[config.mk]
export PLATFORM = sky130hd
export DESIGN_NAME = mem_stage_ctrl
export DESIGN_NICKNAME = d
export VERILOG_FILES = /design/src/rtl/mem_stage_pkg.sv /design/src/rtl/mem_stage_ctrl.sv
export SDC_FILE = /design/constraint.sdc
export NUM_CORES = 1
export LEC_CHECK = 0
export ABC_AREA = 0
export BUFFER_PORTS_ARGS = -buffer_cell sky130_fd_sc_hd__buf_4
export CAP_MARGIN = 25
export CORE_UTILIZATION = 45
export CTS_CLUSTER_DIAMETER = 120
export DETAILED_ROUTE_END_ITERATION = 10
export GPL_TIMING_DRIVEN = 0
export PLACE_DENSITY = 0.74
export SLEW_MARGIN = 20
export SYNTH_ARGS = -nofsm -noshare
export SYNTH_HDL_FRONTEND = slang
export SYNTH_SLANG_ARGS = --single-unit
[constraint.sdc]
create_clock -name clk -period 2.6 [get_ports clk]
set_input_delay 0.39 -clock clk [delete_from_list [all_inputs] [get_ports clk]]
set_output_delay 0.39 -clock clk [all_outputs]
set_load 0.02 [all_outputs]
[src/rtl/mem_stage_pkg.sv]
// Shared opcode constants, FSM state type and opcode helpers for the memory stage.
package mem_stage_pkg;

    localparam logic [4:0] OP_NOP   = 5'd0;
    localparam logic [4:0] OP_LOAD  = 5'd14;
    localparam logic [4:0] OP_STORE = 5'd15;

    typedef enum logic {
        IDLE     = 1'b0,
        WAIT_ACK = 1'b1
    } state_e;

    function automatic logic writes_reg(input logic [4:0] op);
        return (op != OP_NOP) && (op != OP_STORE);
    endfunction

    function automatic logic is_mem_op(input logic [4:0] op);
        return (op == OP_LOAD) || (op == OP_STORE);
    endfunction

endpackage

[src/rtl/mem_stage_ctrl.sv]
// Memory pipeline stage: retires ALU ops in one cycle, runs loads/stores over a
// req/ack port with a timeout, stalls upstream while busy, drives MEM/WB fields.
module mem_stage_ctrl
    import mem_stage_pkg::*;
#(
    parameter int DATA_W  = 32,
    parameter int RD_W    = 9,
    parameter int BR_W    = 7,
    parameter int TIMEOUT = 16
) (
    input  logic              clk,
    input  logic              rst,
    input  logic              in_valid,
    input  logic [4:0]        OpCode,
    input  logic [RD_W-1:0]   RdOut,
    input  logic [BR_W-1:0]   BranchResult,
    input  logic [DATA_W-1:0] AluResult,
    input  logic [DATA_W-1:0] store_data,
    output logic              stall,
    output logic              mem_req,
    output logic              mem_we,
    output logic [DATA_W-1:0] mem_addr,
    output logic [DATA_W-1:0] mem_wdata,
    input  logic              mem_ack,
    input  logic [DATA_W-1:0] mem_rdata,
    output logic              wb_valid,
    output logic              wb_reg_we,
    output logic [RD_W-1:0]   wb_rd,
    output logic [BR_W-1:0]   wb_branch,
    output logic [DATA_W-1:0] wb_data,
    output logic              mem_err,
    output state_e            dbg_state_o
);

    localparam int CNT_W = $clog2(TIMEOUT);
    localparam logic [CNT_W-1:0] CNT_LAST = CNT_W'(TIMEOUT - 1);

    state_e              state_q, state_d;
    logic [CNT_W-1:0]    cnt_q, cnt_d;
    logic [DATA_W-1:0]   addr_q, addr_d;
    logic [DATA_W-1:0]   wdata_q, wdata_d;
    logic                we_q, we_d;
    logic [RD_W-1:0]     rd_q, rd_d;
    logic [BR_W-1:0]     br_q, br_d;
    logic [4:0]          op_q, op_d;

    logic                wb_valid_q, wb_valid_d;
    logic                wb_reg_we_q, wb_reg_we_d;
    logic [RD_W-1:0]     wb_rd_q, wb_rd_d;
    logic [BR_W-1:0]     wb_branch_q, wb_branch_d;
    logic [DATA_W-1:0]   wb_data_q, wb_data_d;
    logic                mem_err_q, mem_err_d;

    always_ff @(posedge clk) begin
        if (rst) begin
            state_q     <= IDLE;
            cnt_q       <= '0;
            addr_q      <= '0;
            wdata_q     <= '0;
            we_q        <= 1'b0;
            rd_q        <= '0;
            br_q        <= '0;
            op_q        <= OP_NOP;
            wb_valid_q  <= 1'b0;
            wb_reg_we_q <= 1'b0;
            wb_rd_q     <= '0;
            wb_branch_q <= '0;
            wb_data_q   <= '0;
            mem_err_q   <= 1'b0;
        end else begin
            state_q     <= state_d;
            cnt_q       <= cnt_d;
            addr_q      <= addr_d;
            wdata_q     <= wdata_d;
            we_q        <= we_d;
            rd_q        <= rd_d;
            br_q        <= br_d;
            op_q        <= op_d;
            wb_valid_q  <= wb_valid_d;
            wb_reg_we_q <= wb_reg_we_d;
            wb_rd_q     <= wb_rd_d;
            wb_branch_q <= wb_branch_d;
            wb_data_q   <= wb_data_d;
            mem_err_q   <= mem_err_d;
        end
    end

    // wb_* hold their last values between retires; only wb_valid and mem_err pulse.
    always_comb begin
        state_d     = state_q;
        cnt_d       = cnt_q;
        addr_d      = addr_q;
        wdata_d     = wdata_q;
        we_d        = we_q;
        rd_d        = rd_q;
        br_d        = br_q;
        op_d        = op_q;
        wb_valid_d  = 1'b0;
        wb_reg_we_d = wb_reg_we_q;
        wb_rd_d     = wb_rd_q;
        wb_branch_d = wb_branch_q;
        wb_data_d   = wb_data_q;
        mem_err_d   = 1'b0;

        case (state_q)
            IDLE: begin
                if (in_valid) begin
                    if (is_mem_op(OpCode)) begin
                        state_d = WAIT_ACK;
                        cnt_d   = '0;
                        addr_d  = AluResult;
                        wdata_d = store_data;
                        we_d    = (OpCode == OP_STORE);
                        rd_d    = RdOut;
                        br_d    = BranchResult;
                        op_d    = OpCode;
                    end else begin
                        wb_valid_d  = 1'b1;
                        wb_reg_we_d = writes_reg(OpCode);
                        wb_rd_d     = RdOut;
                        wb_branch_d = BranchResult;
                        wb_data_d   = AluResult;
                    end
                end
            end
            WAIT_ACK: begin
                // An ack in the final timeout cycle still completes the access.
                if (mem_ack) begin
                    state_d     = IDLE;
                    wb_valid_d  = 1'b1;
                    wb_reg_we_d = writes_reg(op_q);
                    wb_rd_d     = rd_q;
                    wb_branch_d = br_q;
                    wb_data_d   = (op_q == OP_LOAD) ? mem_rdata : '0;
                end else if (cnt_q == CNT_LAST) begin
                    state_d     = IDLE;
                    wb_valid_d  = 1'b1;
                    wb_reg_we_d = 1'b0;
                    wb_rd_d     = rd_q;
                    wb_branch_d = br_q;
                    wb_data_d   = '0;
                    mem_err_d   = 1'b1;
                end else begin
                    cnt_d = cnt_q + 1'b1;
                end
            end
            default: state_d = IDLE;
        endcase
    end

    // Request stays asserted with stable addr/we/wdata from entry to WAIT_ACK until ack or timeout.
    always_comb begin
        stall       = (state_q == WAIT_ACK);
        mem_req     = (state_q == WAIT_ACK);
        mem_we      = (state_q == WAIT_ACK) && we_q;
        mem_addr    = (state_q == WAIT_ACK) ? addr_q  : '0;
        mem_wdata   = (state_q == WAIT_ACK) ? wdata_q : '0;
        wb_valid    = wb_valid_q;
        wb_reg_we   = wb_reg_we_q;
        wb_rd       = wb_rd_q;
        wb_branch   = wb_branch_q;
        wb_data     = wb_data_q;
        mem_err     = mem_err_q;
        dbg_state_o = state_q;
    end

endmodule

==> flow_summary.ini <==
[critical_path]
critPathTopFamily = buffers and inverters
cp_num_buf_inv = 4
arrival_ns = 2.02
required_ns = 2.21
r2r_cells = 6
slowest_delay_ns = 0.38
r2r_start = dbg_state_o
path_cells = buf_2 -> clkbuf_4 -> clkbuf_1 -> and2_1 -> buf_4
worst-setup-path-type = reg -> out
cpMaxStageDelayCell = dfxtp_1
r2r-end = wb_data[23]
critPathMaxFanout = 10
start_kind = flop
cp-end-kind = output port
r2r_slack_ns = 0.56

[timing]
setup_viol = 0
clock.fmax_mhz = 415
fin_crit_ns = 2.41
worstMarginPinSlew_ns = 0.747
slew_headroom = 0.502
final-hold-violation-count = 0
fin_skew_ns = 0.00608
finalCritPeriodShare = 0.926
slew_violations = 0
setup_tns_ns = 0
rsz0062_at_grt = no

[floorplanning]
die-area_um2 = 14400
ios = 240
num_rows = 42
die_h_um = 120
initial_utilization = 0.467
die_w_um = 120
core_area_um2 = 13400

[global_route]
grt_start_max_net_pins = 17
grt_pass1_wl_mm = 30.0
antenna_found_initial = 0
grt_use_total = 0.268
grt.overflow.total = 0
grt_pass1_vias = 5769

[power_and_ir_drop]
p_sw_mw = 1.27
intPower_mw = 3.99
comb_power_share = 0.129
finalPower_mw = 5.26
power_density_nw_per_um2 = 595
p_sw_frac = 0.241
p_leak_nw = 3.64
seq_power_share = 0.438
irDropWorstVdd_uv = 404
p_clk_frac = 0.433

[clocking]
cts_buffers = 17
cts_root_buf = clkbuf_16
cts_buffer_depth = 2
clk_pin_slew_ns = 0.06
cts_tree = done
clkLatencyLatePin_ns = 0.42
cts.htree.levels = 4
cts.sinks = 142

[job]
maxCapViolations = 0

[synthesis]
synth_area_um2 = 6260
synth_top_cell_by_area = dfxtp_1
syn_avg_cell_area_um2 = 8.42
ys.flop_type = dfxtp_1
syn-num-nets = 865
synth_top_area_share = 0.454
ys_warn_count = 0
synthCells = 743
synth_area_leaders = dfxtp_1 (45%), a21oi_1 (13%), nand2_1 (10%)
synth_edf_count = 0
ys_seq_elements = 142
ys_seq_area_frac = 0.454
async_flop_share = 0
synth_cell_types = 29

[layout]
final_core_util = 0.660
nNetsFinal = 1123
syn2layout_area_growth_pct = 41.2
drive_gt1_frac = 0.351
diodes = 0
fin_cells = 1190

[routing]
vias = 6073
drtIter0Drc = 315
routed_wl_mm = 19.1
routedWlPerCell_um = 16.1
dr.pass1.iters = 5
antenna_left = 0
remaining_drc_errors = 0
avgViaCountPerCell = 5.10

[placement]
port-buffer-count = 239
post-dp-hpwl_mm = 14.4
dpl.cell_count = 1158
place_congestion = 0.802

[worst_hold_path]
hp-class = in -> reg
holdPathEnd = wdata_q[14]
min_path_cells = 3
worstHoldStart = store_data[14]

[run_status]
outcome = complete, no violations
-- power by group through the flow --
stage | logic [mW] | clock network, mW | registers (mW)
floorplan | 0.278 | 0 | 2.42
global placement | 0.668 | 0 | 2.35
detailed placement | 0.677 | 0 | 2.35
CTS | 0.679 | 2.31 | 2.30
global route | 0.726 | 2.42 | 2.31
finish | 0.677 | 2.28 | 2.30
-- cell families (layout without fill, tap and decap cells) --
family          after synthesis  count (layout)  synth area share
buf+inv                      69             340            0.0548
simple gates                292             292             0.224
compound gates              222             222             0.238
flops                       142             142             0.454
xor+xnor                      1               1           0.00140
fa+ha+maj                     1               1           0.00200
mux                          16              16            0.0256
-- area by class of cell --
class                           count  area, um^2
Clock inverter                      6        57.6
Fill cell                        1218        4560
Clock buffer                       26         499
Buffer                             67         345
Multi-Input combinational cell    532        3070
Timing Repair Buffer              239        1790
Tap cell                          176         220
Inverter                            2        7.51
Sequential cell                   142        2840
-- how the worst max path moves through the flow --
stage                      startpoint            end  slack [ns]  cells after the start
after global routing      dbg_state_o   mem_addr[12]        0.03                      5
final                     dbg_state_o   mem_addr[21]        0.19                      5
after global placement    dbg_state_o   mem_wdata[8]        0.12                      5
after detailed placement  dbg_state_o   mem_wdata[9]        0.12                      5
after CTS                 dbg_state_o  mem_wdata[13]        0.05                      5
after floorplan           dbg_state_o   mem_addr[10]        0.74                      4
-- state kept, by name, indices dropped and copies added, names as in the netlist --
name / count
wdata_q: 32
wb_valid: 1
wb_rd: 9
wb_data: 32
dbg_state_o: 1
wb_branch: 7
addr_q: 32
rd_q: 9
we_q: 1
wb_reg_we: 1
mem_err: 1
br_q: 7
cnt_q: 4
op_q: 5
-- synth_stat cells (2+ instances only) --
master	instances
o21ai_0	2
mux2i_1	16
a21oi_1	168
a211oi_2	49
nor2_1	10
dfxtp_1	142
nand2b_1	2
nand4_1	3
buf_4	2
nor2b_1	34
buf_1	3
or4_1	2
buf_2	25
nand2_1	166
inv_1	2
or3_1	2
and2_1	66
nand3_1	3
clkbuf_1	31
buf_6	6
-- tightest hold or removal path, cell delays in order --
cell     delay (ns)
buf_4          0.11
nand2_1        0.04
a21oi_1        0.05
-- stage by stage --
stage	setup WS (ns)	hold slack (ns)	cell area (um^2)
3_5_place_dp	0.116	0.442	8270
4_1_cts	0.0511	0.209	8840
2_1_floorplan	0.739	0.432	6260
6_report	0.193	0.221	8840
3_3_place_gp	0.120	0.437	8270
5_1_grt	0.0298	0.211	8840
-- placed cells by master (no fill, tap or decap), drive strengths merged, types with 2 or more instances in the layout --
cell type / n
nor2b: 34
nand4: 3
and2: 66
nand3: 3
nor2: 10
mux2i: 16
a21oi: 168
clkinv: 4
inv: 2
or3: 2
or4: 2
buf: 274
a211oi: 49
nand2: 166
nand2b: 2
clkbuf: 58
o21ai: 2
dfxtp: 142
-- per-layer routing --
layer,track usage,wire [um],vias to the layer above
li1,-,-,3020
met1,0.338,8170,2835
met2,0.445,9310,188
met3,0.0604,1260,30
met4,0.0984,383,0
met5,0,0,-
-- repair_timing --
action                                  4_1_cts  5_1_grt
endpoints found under the setup margin       60       27
setup buffers                                 0        0
hold buffers                                  0        0
resized for setup                             4        5
Note: power is estimated with default switching activity, not from simulation.
